[config.mk]
export PLATFORM = sky130hd
export DESIGN_NAME = rom_load_arbiter
export DESIGN_NICKNAME = d
export VERILOG_FILES = /design/src/rtl/rom_load_arbiter.sv
export SDC_FILE = /design/constraint.sdc
export NUM_CORES = 1
export LEC_CHECK = 0
export ABC_CLOCK_PERIOD_IN_PS = 2900
export BUFFER_PORTS_ARGS = -buffer_cell sky130_fd_sc_hd__buf_4
export CAP_MARGIN = 25
export CORE_MARGIN = 2
export CORE_UTILIZATION = 35
export CTS_BUF_LIST = sky130_fd_sc_hd__clkbuf_8
export DETAILED_ROUTE_END_ITERATION = 8
export PLACE_DENSITY_LB_ADDON = 0.08
export REMOVE_ABC_BUFFERS = 1
export SLEW_MARGIN = 20
export SYNTH_ARGS = -nofsm -noshare
export SYNTH_HDL_FRONTEND = slang
export SYNTH_SLANG_ARGS = --single-unit
[constraint.sdc]
create_clock -name clk_sys -period 2.9 [get_ports clk_sys]
set_clock_uncertainty 0.1 [all_clocks]
set_input_delay 0.58 -clock clk_sys [delete_from_list [all_inputs] [get_ports clk_sys]]
set_output_delay 0.58 -clock clk_sys [all_outputs]
set_load 0.01 [all_outputs]
[src/rtl/rom_load_arbiter.sv]
// ROM download / CPU read arbiter for a single-port ROM RAM, plus game reset sequencing.
// Optional ROM_LOAD_CSUM_EN adds a 16-bit running sum of bytes written to RAM.
//
// state | meaning
// BOOT  | no image yet, waiting for a download to start
// LOAD  | download active, host writes flow through the buffer
// DRAIN | download ended, flushing the last buffered write
// HOLD  | settle period, hold counter running down
// RUN   | image valid, game out of reset
module rom_load_arbiter #(
  parameter int AW          = 15,
  parameter int ROM_SIZE    = 16384,
  parameter int HOLD_CYCLES = 1024
) (
  input  logic          clk_sys,
  input  logic          reset,
  input  logic          dn_download,
  input  logic          dn_wr,
  input  logic [AW-1:0] dn_addr,
  input  logic [7:0]    dn_data,
  output logic          dn_wait,
  input  logic          cpu_rd,
  input  logic [AW-1:0] cpu_addr,
  output logic [7:0]    cpu_dout,
  output logic          cpu_valid,
  output logic [AW-1:0] mem_addr,
  output logic [7:0]    mem_din,
  output logic          mem_we,
  input  logic [7:0]    mem_dout,
  output logic          game_reset,
  output logic          load_done
`ifdef ROM_LOAD_CSUM_EN
  ,
  output logic [15:0]   csum
`endif
);

  localparam int CW = (HOLD_CYCLES > 1) ? $clog2(HOLD_CYCLES) : 1;
  localparam logic [CW-1:0] HOLD_LAST = CW'(HOLD_CYCLES - 1);
  localparam logic [31:0]   ROM_LIMIT = 32'(ROM_SIZE);

  typedef enum logic [2:0] {BOOT, LOAD, DRAIN, HOLD, RUN} state_t;

  state_t          state, state_nxt;
  logic [CW-1:0]   hold_cnt, hold_cnt_nxt;
  logic            load_done_q = 1'b0;
  logic            load_done_nxt;
  logic            load_entry;

  logic            buf_full;
  logic [AW-1:0]   buf_addr;
  logic [7:0]      buf_data;
  logic            buf_in_range;
  logic            last_grant_wr;
  logic            rd_valid_q;
  logic            grant_wr, grant_rd;

  // Grants are suppressed while reset is high so the RAM port sits idle.
  assign buf_in_range = 32'(buf_addr) < ROM_LIMIT;
  assign grant_wr     = !reset && buf_full && (!cpu_rd || !last_grant_wr);
  assign grant_rd     = !reset && cpu_rd && (!buf_full || last_grant_wr);

  assign mem_we     = grant_wr && buf_in_range;
  assign mem_addr   = grant_wr ? buf_addr : (grant_rd ? cpu_addr : '0);
  assign mem_din    = grant_wr ? buf_data : '0;
  assign dn_wait    = buf_full && !reset;
  assign cpu_valid  = rd_valid_q && !reset;
  assign cpu_dout   = cpu_valid ? mem_dout : '0;
  assign game_reset = reset || (state != RUN);
  assign load_done  = load_done_q;

  always_ff @(posedge clk_sys) begin
    if (reset) begin
      buf_full      <= 1'b0;
      buf_addr      <= '0;
      buf_data      <= '0;
      last_grant_wr <= 1'b0;
      rd_valid_q    <= 1'b0;
    end else begin
      if (grant_wr) begin
        buf_full <= 1'b0;
      end else if (dn_wr && !buf_full) begin
        buf_full <= 1'b1;
        buf_addr <= dn_addr;
        buf_data <= dn_data;
      end
      if (grant_wr) begin
        last_grant_wr <= 1'b1;
      end else if (grant_rd) begin
        last_grant_wr <= 1'b0;
      end
      rd_valid_q <= grant_rd;
    end
  end

  // load_done survives reset so a re-reset of a loaded game only replays the hold.
  always_ff @(posedge clk_sys) begin
    if (reset) begin
      state    <= load_done_q ? HOLD : BOOT;
      hold_cnt <= HOLD_LAST;
    end else begin
      state       <= state_nxt;
      hold_cnt    <= hold_cnt_nxt;
      load_done_q <= load_done_nxt;
    end
  end

  always_comb begin
    state_nxt     = state;
    hold_cnt_nxt  = hold_cnt;
    load_done_nxt = load_done_q;
    load_entry    = 1'b0;
    case (state)
      BOOT:  state_nxt = BOOT;
      LOAD:  if (!dn_download) state_nxt = DRAIN;
      DRAIN: begin
        if (!buf_full) begin
          state_nxt    = HOLD;
          hold_cnt_nxt = HOLD_LAST;
        end
      end
      HOLD: begin
        if (hold_cnt == '0) begin
          state_nxt     = RUN;
          load_done_nxt = 1'b1;
        end else begin
          hold_cnt_nxt = hold_cnt - CW'(1);
        end
      end
      RUN:     state_nxt = RUN;
      default: state_nxt = BOOT;
    endcase
    if (dn_download && state != LOAD) begin
      state_nxt     = LOAD;
      load_done_nxt = 1'b0;
      load_entry    = 1'b1;
    end
  end

`ifdef ROM_LOAD_CSUM_EN
  logic [15:0] csum_q = 16'h0000;

  always_ff @(posedge clk_sys) begin
    if (!reset) begin
      if (load_entry) begin
        csum_q <= 16'h0000;
      end else if (mem_we) begin
        csum_q <= csum_q + 16'(mem_din);
      end
    end
  end

  assign csum = csum_q;
`endif

endmodule

==> results.toml, run 1 <==
[status]
status = "complete, no violations"

[yosys]
ys_seq_elements = 40
syn_inst = 237
yosysUniqueCellTypes = 43
synth-edff-count = 4
seq_area_frac_synth = 0.435
async_reset_ff_frac = 0
ys.flop_type = "dfxtp_1"
netlist_area_sq_mm = 0.00193
ys_warn_count = 0
postSynthAreaPerCell_sq_um = 8.16

[cells_and_area]
antenna_cells = 0
area_growth_pct = 41.2
layout_common_cells = "buf_4 (91), nand2_1 (52), dfxtp_1 (36)"
design_area_sq_mm = 0.00273
final_common_cell = "buf_4"
fin_nets = 371
drive_gt1_frac = 0.331

[drt]
ant_nets = 0
first_pass_iters = 4
drt-wirelength-per-cell_microns = 12.8
wl_microns = 5020
drcViolationCount = 0
via_count = 1957
drtIter0Drc = 77
via_per_inst = 4.99

[clocking]
cts_hold_buf = 0
numCtsBuffers = 5
cts_tree = "yes"
cts.sinks = 40
cts-root-buf = "clkbuf_8"
clockBufferDepth = 2
postCtsResizedCells = 0
clock_latency_ns = 0.29
cts.clk_slew.worst_paths_ns = 0.08
cts_setup_buffers = 0
htreeDepth = 2

[timing]
setup_violations = 0
hold_violations = 0
worst_hold_slack_ns = 0.352
fin_crit_ns = 2.52
fmax_ghz = 0.397
final.period_utilization = 0.868
report.final.slew_viol_count = 0
rsz0062_at_grt = "no"
max_slew_margin = 0.610
tns_ns = 0
tightest_slew_ns = 0.585

[global_route]
grt-ovfl-total = 0
antenna_found_initial = 0
groute.usage.overall = 0.168
grt_pass1_wl_microns = 8290
grt_max_degree = 25
grt_pass1_vias = 1792

[worst_setup_path]
worstSetupStartpoint = "buf_full"
rr_endpoint = "hold_cnt[9]"
rrSetupSlack_ns = 0.94
cp_max_fo = 17
start_kind = "flip-flop"
critPathKind = "reg -> out"
endpoint = "mem_addr[4]"
endpoint_kind = "primary output"
cp.arrival_ns = 1.84
worst_r2r_path_depth = 4
required_ns = 2.22
r2r-start = "hold_cnt[2]"

[floorplan]
top_level_ports = 87
core_area_sq_mm = 0.00541
dieWidth_microns = 78.3
rows = 27
die_area_sq_mm = 0.00614
die_h_microns = 78.3
start_util = 0.358

[placed_design]
place_congestion = 0.760
dp_hpwl_microns = 3540
place_area_sq_mm = 0.00264
port_buffers = 86

[pwr]
p_per_area_mw_per_mm2 = 468
power.leakage_nw = 1.22
vdd_drop_max_mv = 0.368
finalPower_mw = 1.28

[flow_run]
drv_cap = 0

[min_path]
min_from = "buf_data[5]"
hold_class = "reg -> reg"
[synthesized netlist by cell type (all sizes together), types with 2 or more instances]
cell | number | area [sq um]
nor3 | 4 | 20.0
a21oi | 30 | 150
or4 | 4 | 35.0
nand2b | 3 | 18.8
buf | 2 | 16.3
and3 | 9 | 56.3
xnor2 | 2 | 17.5
a31oi | 2 | 12.5
and2 | 10 | 62.6
nor2 | 7 | 26.3
a22o | 15 | 131
edfxtp | 4 | 120
clkbuf | 14 | 52.6
nor2b | 7 | 43.8
o31ai | 5 | 37.5
nand3 | 3 | 15.0
dfxtp | 36 | 721
or3 | 4 | 31.3
nand2 | 52 | 195
inv | 4 | 15.0
o21ai | 3 | 15.0
[worst min path at each step]
stage | to | slack, ns | cells after the start
2_1_floorplan | buf_data[7] | 0.33 | 2
3_3_place_gp | buf_data[5] | 0.34 | 2
3_5_place_dp | buf_data[5] | 0.34 | 2
4_1_cts | buf_data[5] | 0.36 | 2
5_1_grt | buf_data[3] | 0.37 | 2
6_report | buf_data[5] | 0.35 | 2
[flip-flops by register name, indices dropped and copies added, names as in the netlist]
| name | count |
|---|---|
| load_done | 1 |
| last_grant_wr | 1 |
| buf_addr | 15 |
| state | 3 |
| buf_full | 1 |
| buf_data | 8 |
| hold_cnt | 10 |
| rd_valid_q | 1 |
[cell type report]
type	instances	area, sq um
tap	72	90.1
multi-input combinational	177	1010
timing repair buffer	91	683
sequential	40	841
inverter	4	15.0
fill	568	2670
clock buffer	6	82.6
clock inverter	2	10.0
[power breakdown]
group          internal, mW  leakage (nW)  switching, mW
clock network         0.190        0.0510          0.194
registers             0.603         0.338         0.0438
logic                 0.130         0.832          0.118
[logic make-up (layout without fill, tap and decap cells)]
kind of cell               after synthesis  count (layout)  synth area share
xor gates and xnor gates                 2               2           0.00906
buffers and inverters                   20             103            0.0433
and+or+nand+nor                        111             111             0.294
adders and majority gates                1               1           0.00647
AOI/OAI and AO/OA                       63              63             0.213
DFF                                     40              40             0.435
[per-layer routing]
layer  track usage  share of wire  vias up
met1         0.210           0.46      879
met5             0              0        -
met3        0.0575          0.081        7
met4        0.0579          0.014        0
li1              -              -     1006
met2         0.272           0.45       65
[metrics by stage]
step,worst slack [ns],util,instances
global route,0.199,0.505,392
global placement,0.466,0.488,384
CTS,0.332,0.505,392
finish,0.384,0.505,392
floorplan,0.622,-,221
detailed placement,0.412,0.488,384
[critical path, cell delays in order, from the launching register on]
cell     delay [ns]
dfxtp_1        0.61
and2_1         0.56
a22o_1         0.24
buf_4          0.12
Note: power is estimated with default switching activity, not from simulation.
==> run 2: changes to the inputs <==
--- a/config.mk
+++ b/config.mk
@@ -5,6 +5,7 @@
 export SDC_FILE = /design/constraint.sdc
 export NUM_CORES = 1
 export LEC_CHECK = 0
+export ABC_AREA = 1
 export ABC_CLOCK_PERIOD_IN_PS = 2900
 export BUFFER_PORTS_ARGS = -buffer_cell sky130_fd_sc_hd__buf_4
 export CAP_MARGIN = 25
==> run 2 against run 1 <==
  * First-iteration DRC count decreased by 17%
  * Global-route usage decreased by 0.46 points
  * Synthesized cell count increased by 21%
  * Non-clock buffer count decreased by 2
  * Flip-flop and latch count unchanged
  * Worst setup slack improved by 0.046 ns
  * Critical path type is now in -> out
  * Largest cell class unchanged
==> results.toml, run 2 <==
[status]
status = "complete, no violations"

[min_path]
min_to = "buf_data[6]"
hold_class = "reg -> reg"
min_from = "buf_data[6]"
hold_depth = 2

[pwr]
p_per_area_mw_per_mm2 = 508
finalPower_mw = 1.42
vdd_drop_max_mv = 0.267
power.leakage_nw = 1.38

[yosys]
syn_inst = 287
ys_seq_elements = 40
async_reset_ff_frac = 0
postSynthAreaPerCell_sq_um = 7.04
synth-edff-count = 4
ys_top_cells_by_count = "nor2_1 (61), dfxtp_1 (36), nand2_1 (35), nand3_1 (33), inv_1 (26)"
yosysUniqueCellTypes = 28
seq_area_frac_synth = 0.416
netlist_area_sq_mm = 0.00202
yosysMostFrequentCell = "nor2_1"
synth_top_area_share = 0.357
ys_warn_count = 0
ys.flop_type = "dfxtp_1"
synth_area_leaders = "dfxtp_1 (36%), nor2_1 (11%), nand3_1 (8.2%)"
synth_top_area_cell = "dfxtp_1"

[global_route]
groute.usage.overall = 0.164
grt_max_degree = 27
antenna_found_initial = 0
grt_pass1_vias = 1945
grt-ovfl-total = 0
grt_pass1_wl_microns = 8490

[cells_and_area]
antenna_cells = 0
fin_nets = 421
regMostFlops = "buf_addr"
layout_common_cells = "buf_4 (89), nor2_1 (61), dfxtp_1 (36)"
final_common_cell = "buf_4"
area_growth_pct = 38.1
multi_input_area_sq_um = 990
seq_area_sq_um = 841
fillCellCount = 582
drive_gt1_frac = 0.304
largest_reg_flops = 15
largestRegisters = "buf_addr (15), hold_cnt (10), buf_data (8)"

[drt]
first_pass_iters = 4
ant_nets = 0
via_count = 2056
drt-wirelength-per-cell_microns = 11.5
drtIter0Drc = 64
drcViolationCount = 0
via_per_inst = 4.66
wl_microns = 5060

[placed_design]
port_buffers = 86
dp_hpwl_microns = 3740
place_congestion = 0.818

[worst_setup_path]
start_kind = "input port"
r2r-start = "hold_cnt[0]"
rrSetupSlack_ns = 0.90
endpoint_kind = "primary output"
rr_endpoint = "state[1]"
cp.arrival_ns = 1.79
critPathKind = "in -> out"
worst_r2r_path_depth = 8
required_ns = 2.22
cp_max_fo = 16

[timing]
max_slew_margin = 0.634
final.period_utilization = 0.852
fmax_ghz = 0.405
report.final.slew_viol_count = 0
hold_violations = 0
fin_crit_ns = 2.47
rsz0062_at_grt = "no"
tns_ns = 0
tightest_slew_ns = 0.548
setup_violations = 0

[clocking]
cts_hold_buf = 0
cts-root-buf = "clkbuf_8"
htreeDepth = 2
cts.sinks = 40
clockBufferDepth = 2
clock_latency_ns = 0.29
cts_tree = "yes"
numCtsBuffers = 5
postCtsResizedCells = 0
cts_setup_buffers = 0
cts.clk_slew.worst_paths_ns = 0.08

[floorplan]
top_level_ports = 87
core_area_sq_mm = 0.00554
dieWidth_microns = 80.0
start_util = 0.365
die_area_sq_mm = 0.00640
rows = 27
die_h_microns = 80.0

[flow_run]
drv_cap = 0
[run 2: metrics by stage]
step                       util  cells  worst slack (ns)  hold WS [ns]  cell area, sq um
after floorplan               -    273             0.699         0.331              1950
after global routing      0.504    441             0.282         0.383              2790
after CTS                 0.504    441             0.396         0.361              2790
after detailed placement  0.489    434             0.397         0.349              2710
after global placement    0.489    434             0.496         0.341              2710
final                     0.504    441             0.430         0.357              2790
[run 2: report_power, final]
part | switching, mW | internal (mW) | leakage, nW
logic | 0.208 | 0.166 | 0.996
registers | 0.0538 | 0.631 | 0.339
clock network | 0.195 | 0.163 | 0.0400
[run 2: cell type report]
type,instances,share of cell area
Timing Repair Buffer,89,0.239
Clock buffer,5,0.0247
Multi-Input combinational cell,201,0.355
Clock inverter,2,0.00448
Inverter,32,0.0430
Tap cell,72,0.0323
Sequential cell,40,0.301
[run 2: worst max path at each step]
| stage | start | endpoint | slack [ns] |
|---|---|---|---|
| final | reset | mem_addr[12] | 0.43 |
| after global routing | reset | mem_addr[12] | 0.28 |
| after CTS | reset | mem_addr[12] | 0.40 |
| after detailed placement | reset | mem_addr[12] | 0.40 |
| after global placement | reset | mem_addr[7] | 0.50 |
| after floorplan | reset | mem_addr[14] | 0.70 |
[run 2: critical path: stages]
cell     delay, ns
buf_4         0.13
nor2_1        0.15
nand2_1       0.27
inv_2         0.32
a22o_1        0.20
buf_4         0.12
[run 2: logic make-up (layout without fill, tap and decap cells)]
logic type	after synthesis	after routing	synth area share
buf+inv	46	128	0.0941
fa+ha+maj	1	1	0.00619
simple gates	144	144	0.314
compound gates	55	55	0.165
flops	40	40	0.416
xor+xnor	1	1	0.00434
[run 2: routing by layer]
layer / global-route usage / routed length, microns / vias up
met5: 0 / 0 / -
met4: 0.0508 / 46 / 0
met3: 0.0452 / 305 / 7
met2: 0.263 / 2280 / 50
met1: 0.213 / 2420 / 898
li1: - / - / 1101
==> run 3: changes to the inputs <==
--- a/config.mk
+++ b/config.mk
@@ -7,14 +7,15 @@
 export LEC_CHECK = 0
 export ABC_AREA = 1
 export ABC_CLOCK_PERIOD_IN_PS = 2900
-export BUFFER_PORTS_ARGS = -buffer_cell sky130_fd_sc_hd__buf_4
 export CAP_MARGIN = 25
 export CORE_MARGIN = 2
 export CORE_UTILIZATION = 35
 export CTS_BUF_LIST = sky130_fd_sc_hd__clkbuf_8
 export DETAILED_ROUTE_END_ITERATION = 8
+export DONT_BUFFER_PORTS = 1
 export PLACE_DENSITY_LB_ADDON = 0.08
 export REMOVE_ABC_BUFFERS = 1
+export SKIP_LAST_GASP = 1
 export SLEW_MARGIN = 20
 export SYNTH_ARGS = -nofsm -noshare
 export SYNTH_HDL_FRONTEND = slang
==> run 3 against run 2 <==
  * Register-to-register slack is essentially flat
  * Sequential power barely moved
  * Core utilization is 12 points lower
  * Final cell count decreased by 20%
  * Routed wire length shrank 8.4%
  * Critical endpoint is now mem_addr[11]
==> results.toml, run 3 (synthesis results as in run 2) <==
[worst_setup_path]
path_delay_family = "simple AND/OR/NAND/NOR gates"
cp_common_cell = "inv_2"
crit_slowest_cell = "inv_2"
rrSetupSlack_ns = 0.91
endpoint_kind = "primary output"
critPathBufInv = 2
worstPathCellList = "inv_2 > nor2_1 > nand2_1 > inv_2 > a22o_1"
cp_max_fo = 16
critPathKind = "reg -> out"
start_kind = "flip-flop"
cp.arrival_ns = 1.77
max_stage_delay_ns = 0.33
required_ns = 2.22

[timing]
fin_ws_ns = 0.450
fmax_ghz = 0.408
setup_violations = 0
report.final.slew_viol_count = 0
hold_violations = 0
max_slew_margin = 0.660
fin_crit_ns = 2.45
tns_ns = 0
rsz0062_at_grt = "no"
final.period_utilization = 0.845
tightest_slew_ns = 0.509

[cells_and_area]
drive_gt1_frac = 0.0919
largestRegisters = "buf_addr (15), hold_cnt (10), buf_data (8)"
layout_common_cells = "nor2_1 (61), dfxtp_1 (36), nand2_1 (35)"
area_growth_pct = 6.13
largest_reg_flops = 15
final_common_cell = "nor2_1"
fin_nets = 335
regMostFlops = "buf_addr"
antenna_cells = 0
fillCellCount = 619
multi_input_area_sq_um = 990
seq_area_sq_um = 841

[pwr]
vdd_drop_max_mv = 0.184
p_per_area_mw_per_mm2 = 619
power.leakage_nw = 0.944

[drt]
drtIter0Drc = 49
via_per_inst = 4.99
via_count = 1770
ant_nets = 0
wl_microns = 4630
drt-wirelength-per-cell_microns = 13.0
drcViolationCount = 0
first_pass_iters = 4

[global_route]
grt_pass1_wl_microns = 7540
grt_max_degree = 39
grt_pass1_vias = 1607
gr-usage-met1 = 0.197
gr-max-usage-layer = "met2"
use_met2 = 0.238
antenna_found_initial = 0
grt-ovfl-total = 0
use_met3 = 0.0396
groute.usage.overall = 0.149

[status]
status = "complete, no violations"

[floorplan]
dieWidth_microns = 80.0
core_area_sq_mm = 0.00554
start_util = 0.365
rows = 27
die_h_microns = 80.0
die_area_sq_mm = 0.00640
top_level_ports = 87

[clocking]
postCtsResizedCells = 0
cts-root-buf = "clkbuf_8"
htreeDepth = 2
cts.sinks = 40
clockBufferDepth = 2
cts_setup_buffers = 0
cts_hold_buf = 0
cts.clk_slew.worst_paths_ns = 0.08
clock_latency_ns = 0.29
cts_tree = "yes"
numCtsBuffers = 5

[flow_run]
drv_cap = 0

[placed_design]
place_congestion = 0.799
dp_hpwl_microns = 3280
port_buffers = 0
place_ws_ns = 0.509

[min_path]
hold_class = "in -> reg"
run 3: changes by cell type in the layout (fill, tap and decap cells not counted):
cell,previous run,this run
buf_4,89,3
run 3: final timing paths:
path	start	depth (start not counted)	endpoint
worst min register to register	buf_data[0]	2	buf_data[0]
worst min-delay path	reset	1	last_grant_wr
worst max register to register	hold_cnt[0]	8	state[1]
worst max-delay path	buf_full	5	mem_addr[11]
run 3: through the flow:
step | area [sq um] | instances | hold WS (ns) | utilization | power, mW
final | 2140 | 355 | 0.255 | 0.387 | 1.33
after global routing | 2140 | 355 | 0.240 | 0.387 | 1.43
after CTS | 2140 | 355 | 0.240 | 0.387 | 1.35
after detailed placement | 2060 | 348 | 0.346 | 0.372 | 0.994
after global placement | 2060 | 348 | 0.340 | 0.372 | 0.989
after floorplan | 1950 | 273 | 0.331 | - | 0.919
run 3: routing by layer:
metal | part of all wire | vias up
met3 | 0.058 | 4
met2 | 0.47 | 45
met1 | 0.47 | 794
li1 | - | 927
met4 | 0.0071 | 0
met5 | 0 | -
run 3: layout make-up:
type,instances,share of cell area
clock buffers,5,0.0321
inverters,32,0.0560
well taps,72,0.0420
flip-flops and latches,40,0.392
repair buffers,3,0.0105
multi-input cells,201,0.461
clock inverters,2,0.00583
run 3: report_power, final:
part / leakage (nW) / internal [mW] / switching (mW)
clock: 0.0400 / 0.163 / 0.190
combinational: 0.565 / 0.0991 / 0.191
sequential: 0.339 / 0.631 / 0.0535
total: 0.944 / 0.893 / 0.435
